--- src/rtl/mux2x1_rr_arbiter.sv ---
// Purpose: round-robin arbiter that steers requester A or B onto one registered output, with bursts bounded by MAX_BURST.
// Latency: an input beat is accepted and appears on y one cycle later; throughput is 1 beat/cycle with no bubble on a switch.
// Backpressure: while y holds a beat and y_ready is low, both readies drop and all arbitration state is frozen.
//
// Ports:
//   clk, rst                     clock and synchronous active-high reset
//   a_valid/a_data/a_ready       requester A handshake
//   b_valid/b_data/b_ready       requester B handshake
//   y_valid/y_data/y_src/y_ready registered output beat, its source (0 = A, 1 = B) and downstream ready
module mux2x1_rr_arbiter #(
    parameter int WIDTH     = 8,
    parameter int MAX_BURST = 4
) (
    input  logic             clk,
    input  logic             rst,
    input  logic             a_valid,
    input  logic [WIDTH-1:0] a_data,
    output logic             a_ready,
    input  logic             b_valid,
    input  logic [WIDTH-1:0] b_data,
    output logic             b_ready,
    output logic             y_valid,
    output logic [WIDTH-1:0] y_data,
    output logic             y_src,
    input  logic             y_ready
);

    localparam int            CW      = $clog2(MAX_BURST + 1);
    localparam logic [CW-1:0] MAX_CNT = CW'(MAX_BURST);
    localparam logic [CW-1:0] ONE     = CW'(1);

    typedef enum logic [1:0] {
        IDLE    = 2'd0,
        GRANT_A = 2'd1,
        GRANT_B = 2'd2
    } state_t;

    state_t            state_q, state_d;
    logic [CW-1:0]     burst_cnt, cnt_d;
    logic              last, last_d;
    logic              y_valid_d, y_src_d;
    logic [WIDTH-1:0]  y_data_d;

    logic              sel_vld;   // some requester is selected this cycle
    logic              sel;       // 0 = A, 1 = B
    logic              cont;      // selection extends the current burst
    logic              slot_free;

    assign slot_free = !y_valid || y_ready;

    // The current holder keeps the grant until it drops valid or exhausts its
    // burst; after that, a lone requester wins, and a tie goes to whoever was
    // not served last.
    always_comb begin
        sel_vld = 1'b0;
        sel     = 1'b0;
        cont    = 1'b0;
        if (state_q == GRANT_A && a_valid && burst_cnt < MAX_CNT) begin
            sel_vld = 1'b1;
            sel     = 1'b0;
            cont    = 1'b1;
        end else if (state_q == GRANT_B && b_valid && burst_cnt < MAX_CNT) begin
            sel_vld = 1'b1;
            sel     = 1'b1;
            cont    = 1'b1;
        end else if (a_valid && b_valid) begin
            sel_vld = 1'b1;
            sel     = !last;
        end else if (a_valid) begin
            sel_vld = 1'b1;
            sel     = 1'b0;
        end else if (b_valid) begin
            sel_vld = 1'b1;
            sel     = 1'b1;
        end
    end

    assign a_ready = !rst && slot_free && sel_vld && !sel;
    assign b_ready = !rst && slot_free && sel_vld &&  sel;

    // Next-state and output-register logic; nothing moves unless the slot is free.
    always_comb begin
        state_d   = state_q;
        cnt_d     = burst_cnt;
        last_d    = last;
        y_valid_d = y_valid;
        y_data_d  = y_data;
        y_src_d   = y_src;
        if (slot_free) begin
            if (sel_vld) begin
                y_valid_d = 1'b1;
                y_data_d  = sel ? b_data : a_data;
                y_src_d   = sel;
                last_d    = sel;
                state_d   = sel ? GRANT_B : GRANT_A;
                // A switch, or a same-requester regrant after a full burst,
                // starts a fresh burst.
                cnt_d     = cont ? burst_cnt + ONE : ONE;
            end else begin
                y_valid_d = 1'b0;
                state_d   = IDLE;
                cnt_d     = '0;
            end
        end
    end

    always_ff @(posedge clk) begin
        if (rst) begin
            state_q   <= IDLE;
            burst_cnt <= '0;
            last      <= 1'b1;   // makes A win the first tie after reset
            y_valid   <= 1'b0;
            y_data    <= '0;
            y_src     <= 1'b0;
        end else begin
            state_q   <= state_d;
            burst_cnt <= cnt_d;
            last      <= last_d;
            y_valid   <= y_valid_d;
            y_data    <= y_data_d;
            y_src     <= y_src_d;
        end
    end

endmodule

--- config.mk ---
export PLATFORM = sky130hd
export DESIGN_NAME = mux2x1_rr_arbiter
export DESIGN_NICKNAME = d
export VERILOG_FILES = /design/src/rtl/mux2x1_rr_arbiter.sv
export SDC_FILE = /design/constraint.sdc
export NUM_CORES = 1
export LEC_CHECK = 0
export ABC_AREA = 0
export CELL_PAD_IN_SITES_DETAIL_PLACEMENT = 1
export CELL_PAD_IN_SITES_GLOBAL_PLACEMENT = 1
export CORE_MARGIN = 2
export CORE_UTILIZATION = 31
export CTS_CLUSTER_DIAMETER = 60
export DETAILED_ROUTE_END_ITERATION = 7
export PLACE_DENSITY_LB_ADDON = 0.1
export SETUP_SLACK_MARGIN = 0.5
export SLEW_MARGIN = 40
export SYNTH_ARGS = -nofsm -noshare
export SYNTH_HDL_FRONTEND = slang
export SYNTH_SLANG_ARGS = --single-unit
--- constraint.sdc ---
create_clock -name clk -period 1.85 [get_ports clk]
set_input_delay 0.2775 -clock clk [delete_from_list [all_inputs] [get_ports clk]]
set_output_delay 0.2775 -clock clk [all_outputs]
set_load 0.05 [all_outputs]
==> run metrics <==
total leakage power=about 0.57 nW; # H-tree levels=1; vias in the first global route=977; initial detailed-routing violation count=7; power share of the combinational group=0.397; layout cells sized above 1=0.458; Final Hold Viols=0; total of fill cells in the finished design=264; EDFF count, synth=0; Max rail drop VDD=slightly below 500 uV; initial antenna violation count=0; final setup skew=~0.0010 ns; clock sink total=16; worst-path fanout max=5; routability cong.=between 0.7 and 0.8; die width=between 50 and 60 um; Post-Syn Area=768 um^2; status=finished clean; worst hold path type=in2reg; clock root buffer=clkbuf_4; syn nets=~110; count leader, synth=dfxtp_1; WL/cell=roughly 19 um; nets@finish=roughly 170; internal power consumption=between 0.6 and 0.7 mW; total chip power=approximately 1.1 mW; Net Sw Frac=0.359; prevailing post-synth register cell=dfxtp_1; Flop pwr share=0.374; Peak Freq=586 MHz; Yosys cell types=23; Commonest cells post-synth=dfxtp_1, nand3_1, o21ai_0; clock share of power=0.229; die area=~2900 um^2; Skew-Pair Late Insertion Delay=between 0.2 and 0.3 ns; die height=between 50 and 60 um; FP Rows=18; Synth top area share=0.417; Core Area=~2400 um^2; power density over the cells=roughly 690 nW/um^2; largest net degree at the start of global routing=20; max-cap viol count=0; Ant. Diodes=0; first-pass GRT wire length=4.50 mm; Psw=about 0.38 mW; Worst setup EP type=output pin; critical path class=reg2out; I/O pins=33; RSZ-0062 raised after global routing=true; startpoint types=flip-flop; Synth Register Bits=16; post-layout min period=around 1.7 ns; initial core utilization=0.319; CTS buffer count=3; Tcrit/Tclk final=0.922; I/O Buffers=32; Final Setup Violations=0; drt drc=0; Post-DP HPWL=roughly 1.9 mm; Async SR Flop Fraction=0; Required @ worst endpoint=roughly 1.6 ns; Routed WL=between 3 and 4 mm; Antenna Nets Post-Route=0; Setup TNS=0 ns; sequential area share after synthesis=0.417; hold_buf cts=0; crit path DAT=about 1.4 ns; Reg clk slew, reported paths=~0.1 ns; first-pass detailed-route iteration total=3; Worst-Margin Slew=0.394 ns; GRT Residual Overflow=0; WHS=~0.47 ns; top cells by area, synth=dfxtp_1, a311oi_1, nand3_1, o21ai_0, a21oi_1; via count=~950; fin. max-slew vios=0; syn_area_per_cell=approximately 8.5 um^2; Synth Instances=90; Clock Tree Buf Depth=2; Warnings, synthesis=0; Vias per Instance=approximately 5.5; Synth area leader=dfxtp_1; Area Overhead vs Synth=99.5%; GRT Util Overall=0.216; CTS tree=done; Max-Slew Margin vs Limit=0.737
-- area by class of cell --
cell class	instances	area, um^2	area share
well taps	30	37.5	0.0245
multi-input cells	70	573	0.374
clock buffers	4	36.3	0.0237
flip-flops and latches	16	337	0.220
repair buffers	52	549	0.358
-- cells in the final DEF (no fill, tap or decap), types with 3 or more instances in the layout --
master / instances
a311oi_2: 3
clkbuf_4: 3
dlygate4sd2_1: 3
nand2_1: 6
buf_4: 15
nor2_1: 9
o21ai_0: 8
a311oi_1: 6
a21oi_1: 7
buf_12: 3
clkdlybuf4s50_1: 16
dfxtp_1: 11
nand3_1: 6
dfxtp_4: 4
nand3_4: 3
clkdlybuf4s15_2: 10
-- per-stage QoR --
step	instances	util	worst slack [ns]	area, um^2
floorplan	90	-	0.334	840
global placement	159	0.534	0.00622	1290
detailed placement	159	0.534	-0.0243	1290
CTS	169	0.590	0.0894	1420
global route	172	0.636	0.111	1530
finish	172	0.636	0.145	1530
-- cells by family (layout without fill, tap and decap cells) --
family,Yosys count,in the layout,share of synthesized area
flops,16,16,0.417
compound gates,33,33,0.290
buf+inv,4,56,0.0293
fa+ha+maj,1,1,0.0163
simple gates,36,36,0.248
-- critical path, stage by stage (launching register included) --
cell	delay [ns]
dfxtp_4	0.40
nor2_4	0.06
o21a_4	0.23
a211oi_4	0.27
buf_12	0.17
-- metal layers --
| layer | track usage | wire length, um | up-vias |
|---|---|---|---|
| met5 | 0 | 0 | - |
| met4 | 0.0598 | 88 | 0 |
| met3 | 0.0389 | 142 | 8 |
| met2 | 0.384 | 1660 | 28 |
| met1 | 0.262 | 1390 | 470 |
| li1 | - | - | 442 |
-- state kept, by name, summed over array words and instances (netlist names) --
| register | count |
|---|---|
| y_src | 1 |
| y_valid | 1 |
| y_data | 8 |
| burst_cnt | 3 |
| state_q | 2 |
| last | 1 |
-- what timing repair did --
item | CTS | global route
pin swaps | 8 | 6
gates resized for setup | 42 | 17
buffers inserted | 5 | 3
cloned | 1 | 0
endpoints found under the setup margin | 24 | 12
-- path summary, 6_finish.rpt --
check	startpoint	to	slack [ns]	cells after the start
hold / removal	rst	y_data[6]$_SDFFE_PP0P_	0.47	2
setup / recovery	state_q[0]$_SDFFE_PP0N_	a_ready	0.14	4
setup reg to reg	state_q[0]$_SDFFE_PP0N_	y_data[6]$_SDFFE_PP0P_	0.30	7
hold reg to reg	burst_cnt[1]$_SDFFE_PP0N_	burst_cnt[1]$_SDFFE_PP0N_	0.48	2
-- power by group through the flow --
stage | combinational, mW | sequential [mW] | clock, mW
after global routing | 0.443 | 0.398 | 0.259
after CTS | 0.373 | 0.394 | 0.250
final | 0.420 | 0.396 | 0.242
after detailed placement | 0.348 | 0.401 | 0
after global placement | 0.343 | 0.401 | 0
after floorplan | 0.128 | 0.470 | 0
No activity file was read; power rests on OpenSTA's default activity.
